**src/rtl/beep_pkg.sv**
```systemverilog
// beep_pkg: shared widths and meter state encoding for the beep generator and meter
package beep_pkg;
  localparam int FREQ_W = 11;
  localparam int FREQ_MAX = 2047;
  typedef enum logic [1:0] {IDLE, COUNT, REPORT} meter_state_t;
endpackage

```
**src/rtl/beep_edge_sync.sv**
```systemverilog
// beep_edge_sync: two-flop synchroniser followed by a rising-edge pulse
module beep_edge_sync (
  input  logic clk,
  input  logic rst,
  input  logic din,
  output logic rise
);
  logic s1, s2, sd;
  always_ff @(posedge clk) begin
    if (rst) {s1, s2, sd} <= '0;
    else {s1, s2, sd} <= {din, s1, s2};
  end
  assign rise = s2 & ~sd;
endmodule

```
**src/rtl/beep_freq_meter.sv**
```systemverilog
// beep_freq_meter: counts melody rising edges over a gate window and reports the tone code
module beep_freq_meter
  import beep_pkg::*;
#(
  parameter int GATE_CYCLES = 100_000_000,
  parameter int TOL = 2,
  parameter int CNT_W = 27
) (
  input  logic              clk,
  input  logic              rst,
  input  logic              enable,
  input  logic              start,
  input  logic              cont,
  input  logic              melody,
  output logic [FREQ_W-1:0] freq_out,
  output logic              valid,
  output logic              busy,
  output logic              silent,
  output logic              stable
);
  meter_state_t state, state_nx;
  logic [CNT_W-1:0] gate_cnt;
  logic [FREQ_W:0] edge_cnt, prev, diff;
  logic rise, gate_end;
  beep_edge_sync u_sync (.clk(clk), .rst(rst), .din(melody), .rise(rise));
  assign gate_end = gate_cnt == CNT_W'(GATE_CYCLES - 1);
  assign diff = edge_cnt > prev ? edge_cnt - prev : prev - edge_cnt;
  assign valid = state == REPORT;
  assign busy = state == COUNT;
  always_comb begin
    state_nx = state;
    state_nx = state == IDLE  ? (enable && (start || cont) ? COUNT : IDLE) :
               state == COUNT ? (!enable ? IDLE : gate_end ? REPORT : COUNT) :
                                (enable && cont ? COUNT : IDLE);
  end
  always_ff @(posedge clk) begin
    if (rst) state <= IDLE;
    else state <= state_nx;
  end
  always_ff @(posedge clk) begin
    if (rst) begin
      gate_cnt <= '0;
      edge_cnt <= '0;
      prev     <= '0;
      freq_out <= '0;
      silent   <= 1'b0;
      stable   <= 1'b0;
    end else begin
      if (state != COUNT && state_nx == COUNT) begin
        gate_cnt <= '0;
        edge_cnt <= '0;
      end else if (state == COUNT) begin
        gate_cnt <= gate_cnt + 1'b1;
        if (rise && edge_cnt != (FREQ_W + 1)'(FREQ_MAX)) edge_cnt <= edge_cnt + 1'b1;
      end
      // an aborted window must not let an old result vouch for stability
      if (state == COUNT && !enable) prev <= '0;
      if (state == REPORT) begin
        freq_out <= edge_cnt[FREQ_W-1:0];
        silent   <= edge_cnt == '0;
        stable   <= edge_cnt != '0 && prev != '0 && diff <= (FREQ_W + 1)'(TOL);
        prev     <= edge_cnt;
      end
    end
  end
endmodule
```
**config.mk**
```make
export PLATFORM = sky130hd
export DESIGN_NAME = beep_freq_meter
export DESIGN_NICKNAME = d
export VERILOG_FILES = /design/src/rtl/beep_pkg.sv /design/src/rtl/beep_edge_sync.sv /design/src/rtl/beep_freq_meter.sv
export SDC_FILE = /design/constraint.sdc
export NUM_CORES = 1
export LEC_CHECK = 0
export CAP_MARGIN = 20
export CORE_MARGIN = 5
export CORE_UTILIZATION = 60
export DETAILED_ROUTE_END_ITERATION = 10
export HOLD_SLACK_MARGIN = 0.05
export PLACE_DENSITY = 0.8
export SLEW_MARGIN = 15
export SYNTH_ARGS = -nofsm -noshare
export SYNTH_HDL_FRONTEND = slang
export SYNTH_HIERARCHICAL = 1
export SYNTH_SLANG_ARGS = --single-unit
```
**constraint.sdc**
```tcl
create_clock -name clk -period 4.45 [get_ports clk]
set_clock_uncertainty 0.05 [all_clocks]
set_input_delay 0.89 -clock clk [delete_from_list [all_inputs] [get_ports clk]]
set_output_delay 0.89 -clock clk [all_outputs]
set_load 0.01 [all_outputs]
```
Word-level counts from Yosys, hierarchy flattened --
Index checks and enable logic that the tools add are counted.
Cells by class: $add $sub $neg 4, magnitude comparators 2, eq/ne operators 6, muxes and demuxes 9, bitwise gates (word level) 2, reduce and logical (&&, ||, !) cells 16
Operator list (number):
- $mux W12 | 3
- $add A27 B1 Y27 const B | 1
- $eq A27 B27 Y1 const B | 1
- $reduce_bool A12 Y1 | 2
- $sub A12 B12 Y12 | 2
- $add A12 B1 Y12 const B | 1
- $gt A12 B12 Y1 | 1
- $le A12 B2 Y1 const B | 1
- $logic_not A12 Y1 | 1
- $ne A12 B11 Y1 const B | 1
- $mux W2 | 4
- $logic_and A1 B1 Y1 | 7
- $eq A2 B1 Y1 const B | 2
- $eq A2 B2 Y1 const B | 1
- $logic_not A2 Y1 | 1
- $mux W1 | 2
- $ne A2 B1 Y1 const B | 1
- $reduce_and A2 Y1 | 1
- $reduce_bool A2 Y1 | 1
- $reduce_or A2 Y1 | 1
- $and A1 B1 Y1 | 1
- $logic_not A1 Y1 | 1
- $logic_or A1 B1 Y1 | 1
- $not A1 Y1 | 1
Word-level totals: register bits after elaboration 69, input bits 6, output and inout bits 15, word-level logic and storage cells 49

Logic depth before layout (Yosys ltp) --
Gate-level depths: netlist (run 1).
depth after elaboration 8, mapped depth 11, gate-level depth less buffers 10

Modules after synthesis --
Netlist (run 1), hierarchy kept.
By module, submodules not included:
- beep_freq_meter | instances 1, cells each 498, area an instance 3956.3 um2, sequential area each 1321.3 um2
- beep_edge_sync | instances 1, cells each 7, area an instance 87.6 um2, sequential area each 60.1 um2

Worst setup path after synthesis (run 1) --
OpenSTA, ideal clock, no wires.
path type reg-to-reg, from register edge_cnt[0], to register stable, setup time 0.067 ns, arrival time 2.480 ns, required time 4.333 ns, setup slack 1.853 ns, cell stages (with the launch flop) 11, path buffers 0, clock period less this slack 2.597 ns, cells stage by stage dfxtp_1 -> inv_1 -> ha_1 -> fa_1 -> nor2b_1 -> o211ai_1 -> a211oi_2 -> o21ai_1 -> a2111o_1 -> o41a_1 -> o21ai_2
On the way: cells in the longest elaborated chain, start to end 4, elaborated cells between the ends (all ways) 8, those cells by class 2 x add/sub; 2 x order compare; 1 x mux; 3 x reduce/logical
RTL lines:
- from (decl) | line beep_freq_meter.sv:23 | logic [FREQ_W:0] edge_cnt, prev, diff;
- from (signal assigned) | line beep_freq_meter.sv:54 | if (rise && edge_cnt != (FREQ_W + 1)'(FREQ_MAX)) edge_cnt <= edge_cnt + 1'b1;
- $sub A12 B12 Y12 or $gt A12 B12 Y1 (tied branches) | line beep_freq_meter.sv:27 | assign diff = edge_cnt > prev ? edge_cnt - prev : prev - edge_cnt;
- $mux W12 | line beep_freq_meter.sv:27
- $le A12 B2 Y1 | line beep_freq_meter.sv:61 | stable <= edge_cnt != '0 && prev != '0 && diff <= (FREQ_W + 1)'(TOL);
- $logic_and A1 B1 Y1 * | line beep_freq_meter.sv:61
- to (signal assigned) | line beep_freq_meter.sv:61
- to (decl) | line beep_freq_meter.sv:19 | output logic stable
Mark *: on every way between the ends. The rest lies on a longest branch, timed or not. A chain may end at the register's enable or synchronous reset.

Final worst setup path (run 1) --
from register state[0], to output busy
On the way: cells in the longest elaborated chain, start to end 1
RTL lines:
- from (decl) | line beep_freq_meter.sv:21 | meter_state_t state, state_nx;
- from (signal assigned) | line beep_freq_meter.sv:38 | else state <= state_nx;
- $eq A2 B1 Y1 | line beep_freq_meter.sv:29 | assign busy = state == COUNT;
- to (decl) | line beep_freq_meter.sv:17 | output logic busy,
Every way passes these cells.

==> out/metrics.cfg, run 1 <==
[placed_design]
dp_cells = 585
dp_hpwl_mm = 6.82
routabilityCongestion = 0.921
pre_cts_ws_ns = 1.60
io_buffer_count = 20

[logic_synthesis]
yosysTopAreaCell = dfxtp_1
synth_mux_area_share_pct = 1.27
synth_cells = 505
synth-async-reset-ratio_pct = 0
netlist.area_leader.share_pct = 34.2
ys_ff_latch = 69
postSynth.topFlopCell = dfxtp_1
synth_cell_types = 65
yosys.area_share.simple_pct = 24.7
syn-num-nets = 539
synthAdderAreaFrac_pct = 9.03
synth_compound_area_share_pct = 15.4
synth_edf_count = 0
syn-cell-area_um2 = 4040
synth_top_family_by_area = simple AND/OR/NAND/NOR gates
ys_seq_area_share_pct = 34.2
syn_area_per_cell_um2 = 8.01
synth_xor_area_share_pct = 9.10
ys_top_cells_by_count = dfxtp_1, nor2_1, nand2_1, a21oi_1, inv_1
ys_top_cells_by_area = dfxtp_1, ha_1, nor2_1, nand2_1, xnor2_1
synth_warnings = 6

[global_route]
grt.total_usage_pct = 24.0
grt_max_degree = 33
overflow = 0
grt_first_pass_wirelength_mm = 16.5
grt_pass1_vias = 3496
antenna_found_initial = 0

[timing]
period_share_pct = 65.9
finalMaxSlewViolations = 0
tns_ns = 0
maxSlewHeadroom_pct = 38.2
fin_ws_ns = 1.52
worst_pin_slew_ns = 0.927
period_minus_slack_ns = 2.93
hold_viol_final = 0
rsz0062_at_grt = no
fmax_mhz = 341
setup_viol = 0

[worst_setup_path]
r2r_end = stable
reg2reg_from = edge_cnt[0]
required_ns = 3.51
cp_data_arrival_time_ns = 1.99
path_class = flop to primary output
start_kind = flop
ff2ff_setup_slack_ns = 1.55
critPathMaxFanout = 8
rr_worst_depth = 10
endpoint_kind = primary output

[drt]
wl_mm = 9.48
dr.pass1.iters = 5
wl_per_cell_um = 15.8
num_vias = 3625
route.detailed.drc = 0
drtIter0Drc = 272
ant_nets = 0
viasPerCell = 6.03

[min_path]
holdPathEnd = freq_out[5]
hold_path_class = flop to flop
hp-start = freq_out[5]
hold_depth = 2

[cells_and_area]
syn_to_final_growth_pct = 9.72
nets = 550
drive_gt1_share_pct = 5.37
antennaDiodeCount = 0
fillers = 559
layoutNonFillerInstCount = 601

[cts]
cts_tree = yes
clock_latency_ns = 0.34
cts_max_level = 3
cts_hold_buf = 0
cts.clk_slew.worst_paths_ns = 0.07
clock_sinks = 69
cts_made_buffers = 9
cts_setup_buffers = 0
cts_root_buf = clkbuf_8
clockBufferDepth = 2
cts_resized = 0

[floorplanning]
start_util_pct = 60.5
ioPinCount = 21
die_x_um = 92.1
die_area_um2 = 8480
core_um2 = 6680
die_y_um = 92.1
rows = 30

[power_and_ir_drop]
p_per_area_nw_per_um2 = 260
power_mw = 1.15
cellLeakagePower_nw = 1.62
peakVddDrop_uv = 221

[run_status]
outcome = completed

[job]
drv_cap = 0

-- logic make-up after synthesis --
kind of cell	Yosys count
AND/OR/NAND/NOR	209
adder cells (fa/ha/maj)	28
flip-flops	69
multiplexers	5
buffers and inverters	57
XOR/XNOR	42
AO/OA/AOI/OAI	95
-- critical path, stage by stage (launching register included) --
cell and delay (ns):
dfxtp_1 0.38, nor2b_1 0.60, clkdlybuf4s50_1 0.67
-- layout by cell type (no fill, tap or decap), drive strengths merged, types with 12 or more instances in the layout --
| cell type | instances |
|---|---|
| xor2 | 20 |
| clkdlybuf4s50 | 20 |
| clkbuf | 12 |
| ha | 26 |
| xnor2 | 22 |
| inv | 34 |
| nand2 | 63 |
| nor2 | 69 |
| a21oi | 36 |
| o21ai | 12 |
| dfxtp | 69 |
-- per-stage QoR --
step	utilization (%)	area, um^2	hold slack [ns]
floorplan	-	4040	0.364
global placement	63.5	4240	0.388
detailed placement	63.5	4240	0.379
CTS	66.4	4440	0.409
global route	66.4	4440	0.433
finish	66.4	4440	0.406
-- registers in the layout, summed over array words and instances (netlist names) --
signal / flops
stable: 1
gate_cnt: 27
edge_cnt: 12
silent: 1
u_sync/s2: 1
state: 2
prev: 12
freq_out: 11
u_sync/sd: 1
u_sync/s1: 1
-- how the worst max path moves through the flow --
stage / slack [ns] / to / cells past startpoint / start
after floorplan: 1.85 / stable / 10 / edge_cnt[0]
final: 1.52 / busy / 2 / state[0]
after CTS: 1.53 / busy / 2 / state[0]
after global placement: 1.72 / stable / 9 / edge_cnt[2]
after global routing: 1.36 / stable / 10 / edge_cnt[0]
after detailed placement: 1.60 / stable / 10 / edge_cnt[0]
-- layout make-up --
type / count / area (um^2) / area share (%)
clock buffer: 12 / 145 / 3.27
multi-input combinational: 379 / 2410 / 54.4
clock inverter: 4 / 47.5 / 1.07
sequential: 69 / 1380 / 31.1
tap: 80 / 100 / 2.26
inverter: 34 / 128 / 2.88
timing repair buffer: 23 / 223 / 5.02
-- where the power goes --
| part | switching (mW) | internal, mW |
|---|---|---|
| sequential | 0.00199 | 0.619 |
| clock | 0.228 | 0.273 |
| combinational | 0.0203 | 0.0119 |
| total | 0.251 | 0.904 |
-- per-layer routing --
metal / track usage, % / up-vias / routed length (um)
met1: 33.2 / 1720 / 4400
met2: 35.8 / 127 / 4240
met4: 11.8 / 0 / 247
met3: 4.18 / 24 / 592
met5: 0 / - / 0
li1: - / 1754 / -
Power figures use the tool's default switching activity.
==> inputs of run 2 (changes only) <==
==> constraint.sdc (replaced) <==
create_clock -name clk -period 3.06 [get_ports clk]
set_clock_uncertainty 0.05 [all_clocks]
set_input_delay 0.612 -clock clk [delete_from_list [all_inputs] [get_ports clk]]
set_output_delay 0.612 -clock clk [all_outputs]
set_load 0.01 [all_outputs]
==> run 2 against run 1 <==
  * Critical path depth increased by 8
  * Routed wire length up 2.9%
  * Core utilization up 0.97 points
  * Flip-flop and latch count unchanged
  * Worst setup slack got worse by 1.3 ns
  * Non-clock buffer count grew 6
  * Sequential share of layout area decreased by 0.45 points
  * Die area stayed put
  * Highest routed layer unchanged
==> out/metrics.cfg, run 2 (synthesis gave the netlist of run 1 again) <==
[run_status]
outcome = completed

[cts]
cts_tree = yes
cts.clk_slew.worst_paths_ns = 0.08  ; about the same
cts_max_level = 3  ; unchanged
cts_root_buf = clkbuf_8
cts_made_buffers = 9  ; unchanged
clock_sinks = 69  ; unchanged
clockBufferDepth = 2  ; unchanged
clock_latency_ns = 0.34  ; about the same
cts_setup_buffers = 0  ; unchanged

[timing]
setup_viol = 0  ; unchanged
period_minus_slack_ns = 2.87
rsz0062_at_grt = no
maxSlewHeadroom_pct = 53.8  ; +16 points
fmax_mhz = 348
hold_viol_final = 0  ; unchanged
period_share_pct = 93.9
tns_ns = 0  ; unchanged
worst_pin_slew_ns = 0.687  ; -0.240 ns
finalMaxSlewViolations = 0  ; unchanged

[power_and_ir_drop]
p_per_area_nw_per_um2 = 382  ; +47%
peakVddDrop_uv = 494  ; +120%
internal-power_mw = 1.34  ; +48%
clock_power_share_pct = 44.6  ; +1.2 points
p_sw_mw = 0.380  ; +52%
p_sw_share_pct = 22.1  ; +0.40 points
cellLeakagePower_nw = 1.65  ; +2.2%
power_mw = 1.72  ; +49%
power_frac_comb_pct = 2.9  ; about the same
seq_power_share_pct = 52.5  ; -1.3 points

[worst_setup_path]
cp_data_arrival_time_ns = 3.10  ; +1.11 ns
start_kind = flop
rr_worst_depth = 10  ; unchanged
endpoint_kind = flop
path_class = flop to flop
required_ns = 3.29  ; -0.22 ns
critPathMaxFanout = 6  ; -2

[floorplanning]
die_x_um = 92.1  ; unchanged
ioPinCount = 21  ; unchanged
core_um2 = 6680  ; unchanged
die_y_um = 92.1  ; unchanged
die_area_um2 = 8480  ; unchanged
start_util_pct = 60.5  ; unchanged
rows = 30  ; unchanged

[drt]
wl_per_cell_um = 16.1  ; +1.9%
ant_nets = 0  ; unchanged
drtIter0Drc = 215  ; -21%
wl_mm = 9.75  ; +2.9%
dr.pass1.iters = 4  ; -1
route.detailed.drc = 0  ; unchanged
viasPerCell = 5.90  ; -2.2%
num_vias = 3581  ; -1.2%

[global_route]
grt_pass1_vias = 3304  ; -5.5%
grt.total_usage_pct = 23.5  ; -0.48 points
antenna_found_initial = 0  ; unchanged
overflow = 0  ; unchanged
grt_first_pass_wirelength_mm = 15.9  ; -3.8%
grt_max_degree = 32  ; -3.0%

[cells_and_area]
layout_common_cells = nor2_1, dfxtp_1, nand2_1
regMostFlops = gate_cnt
largest_reg_flops = 27  ; unchanged
drive_gt1_share_pct = 7.02  ; +1.6 points
antennaDiodeCount = 0  ; unchanged
top_regs = gate_cnt x27, edge_cnt x12, prev x12
syn_to_final_growth_pct = 11.3
nets = 556  ; +1.1%

[placed_design]
io_buffer_count = 20  ; unchanged
dp_hpwl_mm = 7.24  ; +6.2%
routabilityCongestion = 0.969  ; +5.2%

[min_path]
hold_path_class = flop to flop
hold_depth = 2  ; unchanged

[job]
drv_cap = 0  ; unchanged

==> run 2: critical path, stage by stage, from the launching register on <==
cell and delay (ns):
dfxtp_1 0.45, inv_1 0.10, ha_1 0.23, fa_1 0.45
nor2b_2 0.21, o211ai_1 0.17, a211oi_2 0.25, o21ai_1 0.12
a2111o_1 0.39, o41a_1 0.33, o21ai_2 0.06
==> run 2: path summary, 6_finish.rpt <==
path                            slack, ns          end         from
worst max-delay path                 0.19       stable  edge_cnt[0]
worst min-delay path                 0.41  freq_out[9]  freq_out[9]
worst max register to register       0.19       stable  edge_cnt[0]
worst min register to register       0.41  freq_out[9]  freq_out[9]
==> run 2: layout make-up <==
type	instances	area, um^2
Clock inverter	5	58.8
Fill cell	562	2180
Clock buffer	11	151
Sequential cell	69	1380
Inverter	34	128
Multi-Input combinational cell	379	2410
Timing Repair Buffer	29	268
Tap cell	80	100
==> run 2: power by group through the flow <==
stage,registers (mW),logic (mW),clock network (mW)
2_1_floorplan,0.923,0.0311,0
3_3_place_gp,0.924,0.0501,0
3_5_place_dp,0.924,0.0503,0
4_1_cts,0.903,0.0508,0.783
5_1_grt,0.903,0.0546,0.825
6_report,0.903,0.0505,0.768
==> run 2: metal layers <==
layer | GRT usage, % | vias up | wire, um
met4 | 7.92 | 0 | 148
met1 | 32.6 | 1709 | 4680
met5 | 0 | - | 0
li1 | - | 1762 | -
met3 | 4.43 | 11 | 548
met2 | 36.6 | 99 | 4380
==> run 2: timing repair <==
action / CTS / global route
hold buffers: 0 / 0
setup endpoints to repair: 0 / 1
resized for setup: 0 / 1
hold endpoints to repair: 0 / 0
==> run 2: through the flow <==
step	area [um^2]	hold WS [ns]	utilization, %	worst slack (ns)	instances
floorplan	4040	0.364	-	0.463	505
global placement	4290	0.396	64.2	0.277	591
detailed placement	4290	0.383	64.2	0.176	591
CTS	4500	0.412	67.3	0.147	607
global route	4500	0.416	67.4	0.0784	607
finish	4500	0.410	67.4	0.187	607
